`config.mk`:
```
export PLATFORM = sky130hd
export DESIGN_NAME = fetcher_icache
export DESIGN_NICKNAME = d
export VERILOG_FILES = /design/src/rtl/fetcher_icache.sv
export SDC_FILE = /design/constraint.sdc
export NUM_CORES = 1
export LEC_CHECK = 0
export ABC_AREA = 1
export CORE_MARGIN = 3
export CORE_UTILIZATION = 40
export DETAILED_ROUTE_END_ITERATION = 10
export GPL_TIMING_DRIVEN = 0
export PLACE_DENSITY_LB_ADDON = 0.1
export SLEW_MARGIN = 30
export SYNTH_ARGS = -nofsm -noshare
export SYNTH_HDL_FRONTEND = slang
export SYNTH_SLANG_ARGS = --single-unit
```
`constraint.sdc`:
```
create_clock -name clk -period 12.83 [get_ports clk]
set_clock_uncertainty 0.2 [all_clocks]
set_input_delay 1.9245 -clock clk [delete_from_list [all_inputs] [get_ports clk]]
set_output_delay 1.9245 -clock clk [all_outputs]
set_load 0.005 [all_outputs]
```
`src/rtl/fetcher_icache.sv`:
```
// fetcher_icache: instruction fetch stage with a direct-mapped, one-word-per-line
// instruction cache in front of the memory controller's fetcher port.
//
// Holds the fetch PC and looks it up every cycle in IDLE. A hit delivers one
// instruction per cycle to issue. A miss sends one word request and waits for
// the fill, after which the same PC is looked up again and hits. A ROB
// misbranch redirects the PC and abandons any outstanding request.
//
// Build option FETCHER_ICACHE_EN:
//   defined   - ICACHE_LINES-entry direct-mapped cache
//   undefined - a single line buffer (tag = pc[17:2]); ICACHE_LINES is ignored
//
// Ports:
//   clk, rst          clock, synchronous active-high reset
//   rdy               global enable; low freezes every register
//   out_mem_ce/addr   one-cycle word request; address held until fill or flush
//   in_mem_ce/data    one-cycle fill completion with the fetched word
//   in_issue_stall    downstream cannot take an instruction this cycle
//   out_inst_valid    one-cycle delivery pulse with out_inst / out_inst_pc
//   in_rob_misbranch  flush and redirect to in_rob_newpc
module fetcher_icache #(
  parameter int unsigned ICACHE_LINES = 256,
  parameter logic [31:0] RESET_PC     = 32'h0
) (
  input  logic        clk,
  input  logic        rst,
  input  logic        rdy,
  output logic        out_mem_ce,
  output logic [31:0] out_mem_addr,
  input  logic        in_mem_ce,
  input  logic [31:0] in_mem_data,
  input  logic        in_issue_stall,
  output logic        out_inst_valid,
  output logic [31:0] out_inst,
  output logic [31:0] out_inst_pc,
  input  logic        in_rob_misbranch,
  input  logic [31:0] in_rob_newpc
);

  typedef enum logic {
    ST_IDLE = 1'b0,
    ST_WAIT = 1'b1
  } state_e;

  state_e      state_q, state_d;
  logic [31:0] pc_q, pc_d;
  logic        mem_ce_q, mem_ce_d;
  logic [31:0] mem_addr_q, mem_addr_d;
  logic        inst_valid_q, inst_valid_d;
  logic [31:0] inst_q, inst_d;
  logic [31:0] inst_pc_q, inst_pc_d;

  logic        hit_c;
  logic [31:0] hit_data_c;
  logic        fill_c;

  // A completion only lands when enabled, waiting, and not flushed the same cycle.
  assign fill_c = !rst && rdy && (state_q == ST_WAIT) && in_mem_ce && !in_rob_misbranch;

`ifdef FETCHER_ICACHE_EN
  localparam int unsigned IDX_W = $clog2(ICACHE_LINES);
  localparam int unsigned TAG_W = 16 - IDX_W;

  logic [31:0]             data_q [ICACHE_LINES];
  logic [TAG_W-1:0]        tag_q  [ICACHE_LINES];
  logic [ICACHE_LINES-1:0] valid_q;
  logic [IDX_W-1:0]        lu_idx_c;
  logic [IDX_W-1:0]        fill_idx_c;

  assign lu_idx_c   = pc_q[IDX_W+1:2];
  assign fill_idx_c = mem_addr_q[IDX_W+1:2];
  assign hit_c      = valid_q[lu_idx_c] && (tag_q[lu_idx_c] == pc_q[17:IDX_W+2]);
  assign hit_data_c = data_q[lu_idx_c];

  // Valid bits clear on reset only; a flush leaves cached lines intact.
  always_ff @(posedge clk) begin
    if (rst) begin
      valid_q <= '0;
    end else if (fill_c) begin
      valid_q[fill_idx_c] <= 1'b1;
    end
  end

  // Line payload needs no reset: it is only observed through a set valid bit.
  always_ff @(posedge clk) begin
    if (fill_c) begin
      data_q[fill_idx_c] <= in_mem_data;
      tag_q[fill_idx_c]  <= mem_addr_q[17:IDX_W+2];
    end
  end
`else
  logic [31:0] buf_data_q;
  logic [15:0] buf_tag_q;
  logic        buf_valid_q;
  logic        unused_lines_c;

  // Line count has no meaning for the single-entry buffer.
  assign unused_lines_c = (ICACHE_LINES != 0);

  assign hit_c      = buf_valid_q && (buf_tag_q == pc_q[17:2]);
  assign hit_data_c = buf_data_q;

  always_ff @(posedge clk) begin
    if (rst) begin
      buf_valid_q <= 1'b0;
    end else if (fill_c) begin
      buf_valid_q <= 1'b1;
    end
  end

  always_ff @(posedge clk) begin
    if (fill_c) begin
      buf_data_q <= in_mem_data;
      buf_tag_q  <= mem_addr_q[17:2];
    end
  end
`endif

  // State and registered outputs; rdy low freezes everything.
  always_ff @(posedge clk) begin
    if (rst) begin
      state_q      <= ST_IDLE;
      pc_q         <= RESET_PC;
      mem_ce_q     <= 1'b0;
      mem_addr_q   <= 32'h0;
      inst_valid_q <= 1'b0;
      inst_q       <= 32'h0;
      inst_pc_q    <= 32'h0;
    end else if (rdy) begin
      state_q      <= state_d;
      pc_q         <= pc_d;
      mem_ce_q     <= mem_ce_d;
      mem_addr_q   <= mem_addr_d;
      inst_valid_q <= inst_valid_d;
      inst_q       <= inst_d;
      inst_pc_q    <= inst_pc_d;
    end
  end

  // Next state: misbranch always returns to IDLE so the redirected PC is looked up first.
  always_comb begin
    state_d = state_q;
    if (in_rob_misbranch) begin
      state_d = ST_IDLE;
    end else begin
      case (state_q)
        ST_IDLE: if (!hit_c)    state_d = ST_WAIT;
        ST_WAIT: if (in_mem_ce) state_d = ST_IDLE;
        default:                state_d = ST_IDLE;
      endcase
    end
  end

  // Next values of PC and outputs; pulses default low every cycle.
  always_comb begin
    pc_d         = pc_q;
    mem_ce_d     = 1'b0;
    mem_addr_d   = mem_addr_q;
    inst_valid_d = 1'b0;
    inst_d       = inst_q;
    inst_pc_d    = inst_pc_q;
    if (in_rob_misbranch) begin
      pc_d = in_rob_newpc;
    end else if (state_q == ST_IDLE) begin
      if (!hit_c) begin
        // Miss is requested even under stall so the fill overlaps the stall.
        mem_ce_d   = 1'b1;
        mem_addr_d = pc_q;
      end else if (!in_issue_stall) begin
        inst_valid_d = 1'b1;
        inst_d       = hit_data_c;
        inst_pc_d    = pc_q;
        pc_d         = pc_q + 32'd4;
      end
    end
  end

  assign out_mem_ce     = mem_ce_q;
  assign out_mem_addr   = mem_addr_q;
  assign out_inst_valid = inst_valid_q;
  assign out_inst       = inst_q;
  assign out_inst_pc    = inst_pc_q;

endmodule

```
==> results.py, run 1 <==
metrics = {
    "outcome": {
        "status": "finished, final reports clean",
    },
    "die": {
        "ioPinCount": 168,
        "fp.coreArea_um2": 20400,
        "start_util_pct": 41.1,
        "die_h_um": 151,
        "fp-row-count": 52,
        "die_w_um": 151,
        "die_area_um2": 22700,
    },
    "sta": {
        "drv_slew": 0,
        "worst_pin_slew_ns": 0.715,
        "whs_ns": 0.260,
        "slew_headroom_pct": 52.1,
        "rsz0062_at_grt": "no",
        "final-setup-viol-count": 0,
        "fmax_mhz": 228,
        "finalHoldViolCount": 0,
        "setup_ws_ns": 8.45,
        "setup-tns-final_ns": 0,
        "period_minus_slack_ns": 4.38,
        "min_period_over_period_pct": 34.2,
    },
    "route": {
        "drcViolationCount": 0,
        "dr_wl_met3_mm": 1.50,
        "wl_per_cell_um": 16.3,
        "num_vias": 7866,
        "ant_nets": 0,
        "wl_met1_mm": 12.2,
        "drtIter0Drc": 623,
        "viasPerCell": 5.03,
        "routed_wl_mm": 25.6,
        "wl_met2_mm": 11.1,
        "detail_route.first_pass.iterations": 5,
        "top_layer": "met4",
    },
    "cts": {
        "path_clk_slew_ns": 0.07,
        "cts_sinks": 180,
        "numCtsBuffers": 17,
        "clk_latency_ns": 0.43,
        "cts_resized": 0,
        "cts_hold_buf": 0,
        "cts_buffer_depth": 2,
        "cts_tree": "done",
        "cts-htree-levels": 4,
        "clockRootBuffer": "clkbuf_16",
        "cts_setup_buffers": 0,
    },
    "pwr": {
        "ir_drop_mv": 0.0789,
        "power.leakage_nw": 4.06,
        "power_density_nw_per_um2": 114,
        "p_total_mw": 1.25,
    },
    "synthesis": {
        "yosysSeqAreaShare_pct": 48.8,
        "ys_async_sr_fraction_pct": 0,
        "synthesis.nets": 1162,
        "synthCells": 1091,
        "synth_top_area_share_pct": 31.6,
        "synth_fa_ha_area_share_pct": 0.150,
        "synth.most_common_cell": "nand2_1",
        "synth-compound-area-share_pct": 8.66,
        "synth_area_um2": 8360,
        "synth_xor_area_share_pct": 1.86,
        "yosysWarnings": 0,
        "synth.area.mux_share_pct": 0.958,
        "yosys.area.top_type": "dfxtp_1",
        "synth_top_flop_cell": "dfxtp_1",
        "syn-mean-instance-area_um2": 7.67,
        "synth_area_leaders": "dfxtp_1 (32%), edfxtp_1 (17%), nand2_1 (14%), a21oi_1 (7.6%), nor2_1 (5.9%)",
        "synth_edf_count": 48,
        "ys_types": 35,
        "synth_seq_cells": 180,
        "synth_top_family_by_area": "simple AND/OR/NAND/NOR gates",
        "synthSimpleGateAreaFrac_pct": 31.3,
        "yosys-top-cells-count": "nand2_1 (302), dfxtp_1 (132), nor2_1 (131)",
    },
    "placed_design": {
        "dpl_cell_area_um2": 10400,
        "place_congestion": 0.946,
        "dp_slack_ns": 8.01,
        "dp.cells": 1532,
        "hpwl_mm": 19.1,
        "port_buffers": 165,
    },
    "flow_run": {
        "cap_violations": 0,
    },
    "global_routing": {
        "grt_overflow": 0,
        "first_global_vias": 7438,
        "grt_pass1_wl_mm": 39.6,
        "gr-usage-all-layers_pct": 22.5,
        "grt_start_max_net_pins": 20,
        "grt_antenna_before_repair": 0,
    },
    "final_layout": {
        "area_growth_syn_to_layout_pct": 31.5,
        "drive_gt1_share_pct": 8.66,
        "design_area_um2": 11000,
        "insertedDiodeCount": 0,
        "final_cells": 1564,
        "final_util_pct": 54.0,
        "fin_nets": 1352,
    },
    "worst_setup_path": {
        "crit_arrival_ns": 4.32,
        "path_max_fanout": 9,
        "crit_type": "in -> reg",
        "crit_path_end_kind": "flop",
        "start_kind": "input pin",
        "worst-r2r-setup-slack_ns": 10.26,
        "cp.required_ns": 12.77,
    },
    "hold_path": {
        "hold_path.class": "reg -> reg",
    },
}
[cells in the final DEF (no fill, tap or decap), types with 4 or more instances in the layout]
cell,Yosys,final
nand4_1,70,70
buf_2,27,27
clkbuf_16,0,17
buf_6,12,14
mux2i_1,8,8
o21ai_0,11,11
nor3_2,4,5
nand2_2,4,4
nor2_1,131,131
nand2_1,302,302
buf_1,9,9
a21oi_1,127,127
xor2_1,12,12
inv_1,49,49
inv_2,11,11
edfxtp_1,48,48
clkbuf_1,26,27
dfxtp_1,132,132
clkdlybuf4s50_1,0,165
nand3_1,80,80
inv_8,0,5
buf_4,6,10
[power breakdown]
part	internal [mW]	switching, mW
clock	0.263	0.254
combinational	0.0576	0.0686
sequential	0.595	0.0129
[critical path, cell delays in order]
cell             delay (ns)
clkdlybuf4s50_1        0.50
inv_1                  0.12
nor2_1                 0.14
inv_1                  0.11
nor3_2                 0.56
buf_6                  0.23
buf_4                  0.18
buf_4                  0.20
buf_6                  0.16
buf_4                  0.18
[cell families after synthesis]
logic type | after synthesis
xor gates and xnor gates | 16
muxes | 8
DFF | 180
and+or+nand+nor | 602
adders and majority gates | 1
buffers and inverters | 141
AOI/OAI and AO/OA | 143
[layout make-up]
class	count	area [um2]
Buffer	81	462
Clock buffer	18	429
Clock inverter	14	158
Fill cell	1991	9370
Inverter	60	225
Multi-Input combinational cell	770	3600
Sequential cell	180	4080
Tap cell	270	338
Timing Repair Buffer	171	1700
[sequential cells by signal, indices dropped and copies added, names as in the netlist]
register	flops
out_mem_addr	32
buf_data_q	32
pc_q	32
state_q	1
buf_tag_q	16
out_inst	32
out_inst_valid	1
out_mem_ce	1
out_inst_pc	32
buf_valid_q	1
[layer usage]
layer	vias to the layer above	global-route usage [%]
met3	48	4.55
met2	244	33.5
met5	-	0
met1	3577	32.2
li1	3997	-
met4	0	8.20
[path summary, 6_finish.rpt]
check         startpoint       endpoint  depth (start not counted)
max                  rdy  buf_data_q[0]                         10
max reg2reg      state_q  buf_data_q[0]                          7
min reg2reg  out_inst[8]    out_inst[8]                          2
min          out_inst[8]    out_inst[8]                          2
No activity file was read; power rests on OpenSTA's default activity.
==> run 2, diff against run 1 <==
clock period = 3.7 ns   (was 12.83 ns; I/O delays follow)
==> results.py, run 2 (synthesized netlist as in run 1, its figures left out) <==
metrics = {
    "final_layout": {
        "area_growth_syn_to_layout_pct": 31.9,
        "mostFrequentLayoutCells": "nand2_1 (302), clkdlybuf4s50_1 (165), dfxtp_1 (132), nor2_1 (131), a21oi_1 (127)",
        "insertedDiodeCount": 0,
        "drive_gt1_share_pct": 8.59,
        "design_area_um2": 11000,
        "fin_nets": 1350,
        "layout_commonest_cell": "nand2_1",
        "fillCellCount": 1966,
    },
    "global_routing": {
        "grt_start_max_net_pins": 21,
        "grt_antenna_before_repair": 0,
        "gr-usage-all-layers_pct": 22.7,
        "first_global_vias": 7385,
        "grt_pass1_wl_mm": 40.0,
        "grt_overflow": 0,
    },
    "worst_setup_path": {
        "start_kind": "input pin",
        "cp.required_ns": 3.64,
        "crit_start": "rdy",
        "crit_type": "in -> reg",
        "reg2reg_depth": 11,
        "critPathSlowestCell": "clkdlybuf4s50_1",
        "crit_path_end": "buf_data_q[0]",
        "crit_family": "buffers and inverters",
        "crit_buf_inv": 7,
        "worst-r2r-setup-slack_ns": 1.32,
        "r2r-end": "pc_q[30]",
        "crit_path_end_kind": "flop",
        "cpMostUsedCell": "buf_6",
        "path_max_fanout": 14,
        "critical_path_depth": 9,
        "cpPeakStageDelay_ns": 0.47,
        "crit_arrival_ns": 2.64,
        "worstPathCellList": "clkdlybuf4s50_1, inv_1, nor2_1, inv_1, nor3_4, buf_6, buf_6, buf_8, buf_6",
        "reg2reg_from": "pc_q[3]",
    },
    "sta": {
        "worst_pin_slew_ns": 0.745,
        "finalHoldViolCount": 0,
        "slew_headroom_pct": 50.3,
        "min_period_over_period_pct": 73.1,
        "drv_slew": 0,
        "whs_ns": 0.262,
        "rsz0062_at_grt": "no",
        "final-setup-viol-count": 0,
        "fmax_mhz": 370,
        "period_minus_slack_ns": 2.70,
    },
    "cts": {
        "path_clk_slew_ns": 0.08,
        "cts-htree-levels": 4,
        "cts_tree": "done",
        "cts_setup_buffers": 0,
        "cts_sinks": 180,
        "clockRootBuffer": "clkbuf_16",
        "cts_resized": 0,
        "clk_latency_ns": 0.44,
        "numCtsBuffers": 17,
        "cts_hold_buf": 0,
        "cts_buffer_depth": 2,
    },
    "placed_design": {
        "port_buffers": 165,
        "dpl_cell_area_um2": 10400,
        "place_congestion": 0.921,
        "hpwl_mm": 19.3,
    },
    "route": {
        "ant_nets": 0,
        "wl_per_cell_um": 16.5,
        "drtIter0Drc": 552,
        "drcViolationCount": 0,
        "viasPerCell": 5.01,
        "num_vias": 7829,
        "routed_wl_mm": 25.8,
        "detail_route.first_pass.iterations": 5,
    },
    "die": {
        "die_h_um": 151,
        "start_util_pct": 41.1,
        "fp.coreArea_um2": 20400,
        "ioPinCount": 168,
        "die_area_um2": 22700,
        "fp-row-count": 52,
        "die_w_um": 151,
    },
    "hold_path": {
        "hold_path.class": "reg -> reg",
    },
    "pwr": {
        "p_int_mw": 3.20,
        "switchingPower_mw": 1.20,
        "ir_drop_mv": 0.314,
        "clkPwrFrac_pct": 42.1,
        "p_sw_share_pct": 27.2,
        "p_comb_share_pct": 10.0,
        "power_density_nw_per_um2": 399,
        "power.leakage_nw": 4.07,
        "seq_power_share_pct": 47.9,
    },
    "flow_run": {
        "cap_violations": 0,
    },
    "outcome": {
        "status": "finished, final reports clean",
    },
}
## run 2: routing by layer
metal	GRT usage [%]	share of wire (%)	vias up	routed length [um]
li1	-	-	4002	-
met4	7.12	2.1	0	531
met3	3.52	5.9	33	1530
met1	32.9	47	3535	12200
met2	35.0	45	259	11500
met5	0	0	-	0
## run 2: stage by stage
stage          setup slack [ns]  power (mW)  utilization, %  setup TNS, ns  std cells
2_1_floorplan             0.230        2.37               -              0       1091
3_3_place_gp              -1.45        2.58            50.9         -70.29       1526
6_report                  0.996        4.40            54.2              0       1562
3_5_place_dp              0.533        2.59            51.1              0       1530
4_1_cts                   0.998        4.43            54.2              0       1562
5_1_grt                   0.846        4.56            54.2              0       1562
## run 2: worst min-delay path by stage
stage	start	to	cells past startpoint
2_1_floorplan	pc_q[0]	pc_q[0]	2
6_report	out_mem_addr[6]	buf_tag_q[4]	0
3_5_place_dp	out_mem_addr[3]	buf_tag_q[1]	0
4_1_cts	out_inst_pc[4]	out_inst_pc[4]	2
5_1_grt	out_mem_addr[15]	buf_tag_q[13]	0
3_3_place_gp	out_mem_addr[7]	buf_tag_q[5]	0
## run 2: worst register-to-register path: stages, from the launching register on
cell and delay [ns]:
dfxtp_1 0.52, ha_1 0.29, nand2_1 0.12, nor2_1 0.23, nand2_2 0.19, nor2_2 0.23
nand3_1 0.11, nand2_1 0.07, nand2_1 0.05, nand2_1 0.07, nand3_1 0.07, a21oi_1 0.16
## run 2: layout make-up
| class | instances | area (um2) | share of cell area, % |
|---|---|---|---|
| Tap cell | 270 | 338 | 3.06 |
| Sequential cell | 180 | 4080 | 37.0 |
| Timing Repair Buffer | 169 | 1700 | 15.4 |
| Clock buffer | 18 | 439 | 3.98 |
| Buffer | 81 | 462 | 4.19 |
| Multi-Input combinational cell | 770 | 3600 | 32.7 |
| Clock inverter | 14 | 180 | 1.63 |
| Inverter | 60 | 225 | 2.04 |
## run 2: power groups by stage
| stage | combinational [mW] | sequential, mW | clock, mW |
|---|---|---|---|
| floorplan | 0.231 | 2.14 | 0 |
| global placement | 0.431 | 2.15 | 0 |
| detailed placement | 0.433 | 2.15 | 0 |
| CTS | 0.437 | 2.11 | 1.89 |
| global route | 0.482 | 2.11 | 1.97 |
| finish | 0.438 | 2.11 | 1.85 |
